--- config.mk ---
export PLATFORM = sky130hd
export DESIGN_NAME = alu_pipeline_v2
export DESIGN_NICKNAME = d
export VERILOG_FILES = /design/src/rtl/alu_pipeline_v2.sv
export SDC_FILE = /design/constraint.sdc
export NUM_CORES = 1
export LEC_CHECK = 0
export BUFFER_PORTS_ARGS = -buffer_cell sky130_fd_sc_hd__buf_2
export CELL_PAD_IN_SITES_DETAIL_PLACEMENT = 1
export CELL_PAD_IN_SITES_GLOBAL_PLACEMENT = 2
export CORE_ASPECT_RATIO = 0.6
export CORE_MARGIN = 3
export CORE_UTILIZATION = 34
export CTS_BUF_LIST = sky130_fd_sc_hd__clkbuf_2 sky130_fd_sc_hd__clkbuf_4 sky130_fd_sc_hd__clkbuf_8
export DETAILED_ROUTE_END_ITERATION = 7
export PLACE_DENSITY = 0.78
export REMOVE_ABC_BUFFERS = 1
export SYNTH_ARGS = -nofsm -noshare
export SYNTH_HDL_FRONTEND = slang
export SYNTH_SLANG_ARGS = --single-unit
export TNS_END_PERCENT = 1
--- constraint.sdc ---
create_clock -name CLK -period 5.3 [get_ports CLK]
set_input_delay 0.795 -clock CLK [delete_from_list [all_inputs] [get_ports CLK]]
set_output_delay 0.795 -clock CLK [all_outputs]
set_load 0.01 [all_outputs]
--- src/rtl/alu_pipeline_v2.sv ---
// Four-stage integer ALU pipe (issue -> operand collect -> execute -> writeback)
// with per-stage valid registers and ready/valid back-pressure from the PRF.
module alu_pipeline_v2 #(
  parameter int  PRF_BANK_COUNT     = 4,
  parameter int  PR_COUNT           = 64,
  parameter int  ROB_ENTRIES        = 64,
  localparam int LOG_PRF_BANK_COUNT = $clog2(PRF_BANK_COUNT),
  localparam int LOG_PR_COUNT       = $clog2(PR_COUNT),
  localparam int LOG_ROB_ENTRIES    = $clog2(ROB_ENTRIES)
) (
  input  logic                                 CLK,
  input  logic                                 RST,
  input  logic                                 issue_valid,
  input  logic [3:0]                           issue_op,
  input  logic                                 issue_is_imm,
  input  logic [31:0]                          issue_imm,
  input  logic                                 issue_A_unneeded,
  input  logic                                 issue_A_forward,
  input  logic                                 issue_B_forward,
  input  logic [LOG_PRF_BANK_COUNT-1:0]        issue_A_bank,
  input  logic [LOG_PRF_BANK_COUNT-1:0]        issue_B_bank,
  input  logic [LOG_PR_COUNT-1:0]              issue_dest_PR,
  input  logic [LOG_ROB_ENTRIES-1:0]           issue_ROB_index,
  input  logic                                 A_reg_read_valid,
  input  logic                                 B_reg_read_valid,
  input  logic [PRF_BANK_COUNT-1:0][31:0]      reg_read_data_by_bank,
  input  logic [PRF_BANK_COUNT-1:0][31:0]      forward_data_by_bank,
  output logic                                 issue_ready,
  output logic                                 WB_valid,
  output logic [31:0]                          WB_data,
  output logic [LOG_PR_COUNT-1:0]              WB_PR,
  output logic [LOG_ROB_ENTRIES-1:0]           WB_ROB_index,
  input  logic                                 WB_ready
);

  typedef struct packed {
    logic [3:0]                    op;
    logic                          is_imm;
    logic [31:0]                   imm;
    logic                          a_unneeded;
    logic                          a_fwd;
    logic                          b_fwd;
    logic [LOG_PRF_BANK_COUNT-1:0] a_bank;
    logic [LOG_PRF_BANK_COUNT-1:0] b_bank;
    logic [LOG_PR_COUNT-1:0]       pr;
    logic [LOG_ROB_ENTRIES-1:0]    rob;
  } oc_op_t;

  oc_op_t                     oc;
  logic                       oc_valid, oc_first, a_saved, b_saved;
  logic [31:0]                a_val, b_val;
  logic                       ex_valid;
  logic [3:0]                 ex_op;
  logic [31:0]                ex_a, ex_b, ex_res;
  logic [LOG_PR_COUNT-1:0]    ex_pr;
  logic [LOG_ROB_ENTRIES-1:0] ex_rob;

  logic        a_need, b_need, a_arrive, b_arrive, a_ok, b_ok;
  logic [31:0] a_in, b_in, a_opnd, b_opnd;
  logic        wb_adv, ex_accept, oc_adv;
  logic [4:0]  shamt;

  // A forwarded operand is only on the forward bus during the first OC cycle.
  assign a_need   = !oc.a_unneeded;
  assign b_need   = !oc.is_imm;
  assign a_arrive = oc.a_fwd ? oc_first : A_reg_read_valid;
  assign b_arrive = oc.b_fwd ? oc_first : B_reg_read_valid;
  assign a_in     = oc.a_fwd ? forward_data_by_bank[oc.a_bank] : reg_read_data_by_bank[oc.a_bank];
  assign b_in     = oc.b_fwd ? forward_data_by_bank[oc.b_bank] : reg_read_data_by_bank[oc.b_bank];
  assign a_ok     = !a_need || a_saved || a_arrive;
  assign b_ok     = !b_need || b_saved || b_arrive;
  assign a_opnd   = !a_need ? 32'd0 : (a_saved ? a_val : a_in);
  assign b_opnd   = oc.is_imm ? oc.imm : (b_saved ? b_val : b_in);

  assign wb_adv      = !WB_valid || WB_ready;
  assign ex_accept   = !ex_valid || wb_adv;
  assign oc_adv      = oc_valid && a_ok && b_ok && ex_accept;
  assign issue_ready = !oc_valid || oc_adv;

  assign shamt = ex_b[4:0];

  always_comb begin
    ex_res = '0;
    case (ex_op)
      4'b1000: ex_res = ex_a - ex_b;
      4'b1101: ex_res = $unsigned($signed(ex_a) >>> shamt);
      4'b1111: ex_res = ex_b;
      default: begin
        case (ex_op[2:0])
          3'd0: ex_res = ex_a + ex_b;
          3'd1: ex_res = ex_a << shamt;
          3'd2: ex_res = {31'd0, $signed(ex_a) < $signed(ex_b)};
          3'd3: ex_res = {31'd0, ex_a < ex_b};
          3'd4: ex_res = ex_a ^ ex_b;
          3'd5: ex_res = ex_a >> shamt;
          3'd6: ex_res = ex_a | ex_b;
          default: ex_res = ex_a & ex_b;
        endcase
      end
    endcase
  end

  always_ff @(posedge CLK) begin
    if (RST) begin
      oc_valid     <= 1'b0;
      oc_first     <= 1'b0;
      a_saved      <= 1'b0;
      b_saved      <= 1'b0;
      ex_valid     <= 1'b0;
      WB_valid     <= 1'b0;
      WB_data      <= '0;
      WB_PR        <= '0;
      WB_ROB_index <= '0;
    end else begin
      if (issue_ready) begin
        oc_valid <= issue_valid;
        oc_first <= 1'b1;
        a_saved  <= 1'b0;
        b_saved  <= 1'b0;
        oc       <= '{op: issue_op, is_imm: issue_is_imm, imm: issue_imm,
                      a_unneeded: issue_A_unneeded, a_fwd: issue_A_forward,
                      b_fwd: issue_B_forward, a_bank: issue_A_bank,
                      b_bank: issue_B_bank, pr: issue_dest_PR, rob: issue_ROB_index};
      end else begin
        // Stalled in OC: latch whatever operands showed up this cycle.
        oc_first <= 1'b0;
        if (a_need && !a_saved && a_arrive) begin
          a_saved <= 1'b1;
          a_val   <= a_in;
        end
        if (b_need && !b_saved && b_arrive) begin
          b_saved <= 1'b1;
          b_val   <= b_in;
        end
      end
      if (ex_accept) begin
        ex_valid <= oc_adv;
        if (oc_adv) begin
          ex_op  <= oc.op;
          ex_a   <= a_opnd;
          ex_b   <= b_opnd;
          ex_pr  <= oc.pr;
          ex_rob <= oc.rob;
        end
      end
      if (wb_adv) begin
        WB_valid <= ex_valid;
        if (ex_valid) begin
          WB_data      <= ex_res;
          WB_PR        <= ex_pr;
          WB_ROB_index <= ex_rob;
        end
      end
    end
  end

endmodule

Yosys cells after proc, flatten, opt, wreduce, memory -nomap -nowiden
Cells that the tools add are included.

word-level totals
  register bits = 250
  input port bits = 318
  output and inout port bits = 46
  word-level logic and storage cells = 95

operators by class
  add/sub/neg operators = 2
  magnitude comparators = 4
  equal/unequal tests = 9
  shift-type cells = 3
  muxes and demuxes = 18
  bitwise gates (word level) = 5
  reductions and logical operators = 28

operators by type and width
  operator            number
  $mux 32             9
  $bmux 32 s2         4
  $pmux 32 s7         1
  $pmux 32 s3         1
  $lt 32x32->1        2
  $add 32x32->32      1
  $and 32x32->32      1
  $or 32x32->32       1
  $shl 32x5->32       1
  $shr 32x5->32       1
  $sshr 32x5->32      1
  $sub 32x32->32      1
  $xor 32x32->32      1
  $eq 4x4->1 const B  3
  $eq 3x3->1 const B  3
  $reduce_and 3->1    3
  $logic_and 1x1->1   7
  $logic_not 1->1     7
  $logic_or 1x1->1    7
  $eq 3x2->1 const B  2
  $lt 2x3->1 const B  2
  $reduce_and 2->1    2
  $eq 3x1->1 const B  1
  $logic_not 3->1     1
  other kinds (3)     6

Logic depth before layout (Yosys ltp)
  depth after elaboration = 8
  gate-level depth with buffers = 16
  depth with buffers taken out = 13

Worst setup path after synthesis
Ideal clock, no wire load.

  path kind = input port to flip-flop
  start = in B_reg_read_valid
  end = reg b_val[0] (enable)
  library setup time = 0.501 ns
  arrival = 4.754 ns
  slack = 0.044 ns
  stages = 6
  path through = mux2i_1 nand2_1 nand4_1 nand2_1 or2_2 nor4_1

between the ends
  cells in the longest elaborated chain, start to end = 7

RTL lines
  element                         RTL line  source
  start: declaration              25        input logic B_reg_read_valid,
  $mux 1                          67        assign b_arrive = oc.b_fwd ? oc_first : B_reg_read_valid;
  $logic_or 1x1->1                71        assign b_ok = !b_need || b_saved || b_arrive;
  $logic_and 1x1->1 (2 in a row)  77        assign oc_adv = oc_valid && a_ok && b_ok && ex_accept;
  $logic_or 1x1->1                78        assign issue_ready = !oc_valid || oc_adv;
  via issue_ready                 28        output logic issue_ready,
  $not 1->1 (no line)             n/a
  $reduce_and 3->1 (no line)      n/a
  end signal: assignment          133       b_val <= b_in;
  end: declaration                51        logic [31:0] a_val, b_val;

The timed path passes the listed nets, and every way through them passes these cells.
A chain may end at the register's enable or synchronous reset.

Worst setup path after layout
  start = reg ex_a[31]
  end = reg WB_data[4]

between the ends
  cells in the longest elaborated chain, start to end = 3

RTL lines
  element                                                RTL line  source
  start: declaration                                     54        logic [31:0] ex_a, ex_b, ex_res;
  start signal: assignment                               140       ex_a <= a_opnd;
  $shr 32x5->32 / $shl 32x5->32 (equally long branches)  95, 91
  $pmux 32 s7                                            89        case (ex_op[2:0])
  $pmux 32 s3 *                                          84        case (ex_op)
  end signal: assignment                                 149       WB_data <= ex_res;
  end: declaration                                       30        output logic [31:0] WB_data,

Mark *: on every way between the ends. The rest lies on a longest branch, timed or not.

==> run metrics <==
startpoint type of the worst setup path flop; total power density per cell area 229 nW/um^2; Die Area 68400 sq um; combined area of the multi-input logic cells 14000 sq um; number of design-rule violations left by the first detailed-router iteration 2355; remaining routing DRC violations 0; net total in the final layout 2933; headroom to the max-slew limit 6.62%; cell row count 71; total gr overflow 0; number of maximum-capacitance violations 0; clock insertion delay at the later pin of the skew report 630 ps; Max IR drop VDD 0.213 mV; clock root buffer master sky130_fd_sc_hd__clkbuf_8; YS warnings 0; critical path class flop to flop; flip-flop cell with the highest count after synthesis sky130_fd_sc_hd__edfxtp_1; final setup vio count 0; number of setup buffers added after CTS 0; crit-path max FO 21; dpl ws 1250 ps; count of hold-fix buffers inserted at cts 0; die width 336 microns; stage delay of the slowest cell on the critical path 1150 ps; Routed WL 112000 microns; hold path startpoint issue_imm[1]; number of unique standard cell types used by synthesis 90; Achievable Freq 235 MHz; critical path buffer and inverter count 1; sequential area share after synthesis 31.6%; tightest hold margin 353 ps; critical path capture point WB_data[4]; final weighted congestion in routability-driven placement 1.00; arrival time reported for the critical path endpoint 4780 ps; reg2reg path depth 9; launching instance or port of the critical path ex_a[31]; RR Startpoint ex_a[31]; Routed WL per cell 32.9 microns; Post-Layout Inst Area 26000 sq um; sum of negative setup slack 0 ps; Final ANT Viol Nets 0; number of fill cells 7193; DP HPWL 86800 microns; total routing resource utilization after global routing 32.0%; capturing point of the worst reg2reg path WB_data[4]; register bit count reported by yosys 250; Mapped Cells 2208; Post-Synthesis Cell Area 22200 sq um; Final Worst Setup Slack 1050 ps; clock tree from TritonCTS yes; worst path cell trace mux2i_1 -> mux2i_1 -> buf_4 -> nor2_1 -> o31ai_1 -> a31oi_1 -> mux2i_1 -> a21oi_1 -> a211oi_1; WP depth 9; boundary pin count 364; final clock period utilization by the worst path 80.3%; outcome finished clean; setup repair after global routing missed its margin no; number of vias per cell 6.32; worst clock skew 32.5 ps; Pins Over Slew Limit 0; Post-DP Area 25100 sq um; required time at the endpoint of the critical path 5830 ps; Power, Total 5.96 mW; flip-flop and latch area 7010 sq um; Core Area 63600 sq um; layout cells sized above 1 32.4%; final critical path time including I/O delays and setup 4250 ps; number of enable-type register cells in the synthesized netlist 200; most frequent standard cell in the layout excluding fill and tap cells sky130_fd_sc_hd__buf_2; post-cts gate resize count 0; number of buffers inserted during clock tree synthesis 41; commonest cells after routing, fill and taps aside 363 x sky130_fd_sc_hd__buf_2, 228 x sky130_fd_sc_hd__nor2_1, 200 x sky130_fd_sc_hd__edfxtp_1; cell with the most instances on the worst path sky130_fd_sc_hd__mux2i_1; Worst-path clk slew 80 ps; Final Hold Fails 0; initial antenna violation count 2; CTS H-Tree Depth 2; number of sinks handled by clock tree synthesis 250; maximum count of clock buffers along a single path 3; die height 204 microns; largest delay contributor family on the critical path compound AO/OA/AOI/OAI gates; Port Buffers 363; proportion of register bits with asynchronous set or reset after synthesis 0%; wire length of the first global-routing pass 159000 microns; Post-Synthesis Mean Instance Area 10.0 sq um; endpoint kind of the worst setup timing path flop; router iterations before antenna repair 5; cell type of the slowest stage on the worst timing path sky130_fd_sc_hd__o31ai_1; Tightest Pin Transition 1390 ps; largest net degree at the start of global routing 67; via count 21400; class of the tightest hold or removal check primary input to flop; Area growth, synth to finish 17.4%; initial core utilization 34.9%; Pleak 9.98 nW; reg-to-reg slack, setup 1050 ps; vias in the first global route 21800
[cell usage after synthesis (16+ instances only)]
master                       n  area [sq um]
sky130_fd_sc_hd__dfxtp_1    50          1000
sky130_fd_sc_hd__xnor2_1    34           298
sky130_fd_sc_hd__o21ai_0   152           761
sky130_fd_sc_hd__a211oi_1   20           150
sky130_fd_sc_hd__o211ai_1   33           248
sky130_fd_sc_hd__ha_1       97          1210
sky130_fd_sc_hd__a311oi_1   16           140
sky130_fd_sc_hd__nor2_1    233           875
sky130_fd_sc_hd__buf_2      21           105
sky130_fd_sc_hd__nand2_1   182           683
sky130_fd_sc_hd__mux2i_1   106          1060
sky130_fd_sc_hd__mux2_2     70           788
sky130_fd_sc_hd__mux4_2    187          4210
sky130_fd_sc_hd__nor3_1     41           205
sky130_fd_sc_hd__o21ai_1    28           140
sky130_fd_sc_hd__nand3_1    20           100
sky130_fd_sc_hd__inv_1     112           420
sky130_fd_sc_hd__clkbuf_1  127           477
sky130_fd_sc_hd__a21oi_1   149           746
sky130_fd_sc_hd__a221oi_1   29           254
sky130_fd_sc_hd__o221ai_1   16           140
sky130_fd_sc_hd__buf_1      29           109
sky130_fd_sc_hd__edfxtp_1  200          6010
[cell families (layout without fill, tap and decap cells)]
family,after synthesis,in the layout,synth area share (%)
AOI/OAI and AO/OA,596,596,17.6
xor gates and xnor gates,36,36,1.42
adders and majority gates,99,99,5.65
buffers and inverters,308,649,5.58
DFF,250,250,31.6
muxes,364,364,27.4
other,0,5,0
and+or+nand+nor,555,555,10.8
[per-stage QoR]
| step | utilization [%] | instances |
|---|---|---|
| after floorplan | - | 2021 |
| after global placement | 39.4 | 3312 |
| after detailed placement | 39.4 | 3312 |
| after CTS | 40.9 | 3388 |
| after global routing | 40.9 | 3388 |
| final | 40.9 | 3393 |
[worst min-delay path by stage]
stage	end	depth (start not counted)	slack (ps)
CTS	oc[13]	1	310
global placement	ex_op[1]	0	400
finish	oc[20]	1	350
floorplan	ex_op[0]	0	400
global route	oc[19]	1	320
detailed placement	ex_pr[5]	0	410
[power by group]
part	total [mW]	internal, mW	switching (mW)
clock	2.05	1.14	0.908
sequential	2.31	2.23	0.0749
combinational	1.61	0.650	0.955
[final cells by class]
cell class	count	area share (%)
inverters	121	1.75
flip-flops and latches	250	26.9
well taps	839	4.03
diodes	5	0.0481
multi-input cells	1650	53.7
repair buffers	452	9.83
clock buffers	57	2.80
clock inverters	19	0.880
[sequential cells by signal, indices dropped and copies added (netlist names)]
signal and flops:
ex_rob 6, WB_valid 1, ex_valid 1, ex_op 4, ex_pr 6, b_saved 1, oc_valid 1, a_saved 1
oc 56, WB_PR 6, b_val 32, oc_first 1, WB_ROB_index 6, ex_a 32, ex_b 32, a_val 32
WB_data 32
[routing by layer]
metal,routed length (microns),GRT usage (%),vias up,part of all wire (%)
met5,0,0,-,0
met4,2030,5.68,0,1.8
met3,12000,9.48,128,11
met2,45000,44.9,1125,40
met1,52600,48.9,11100,47
li1,-,-,9072,-
(Power assumes the default switching activity.)
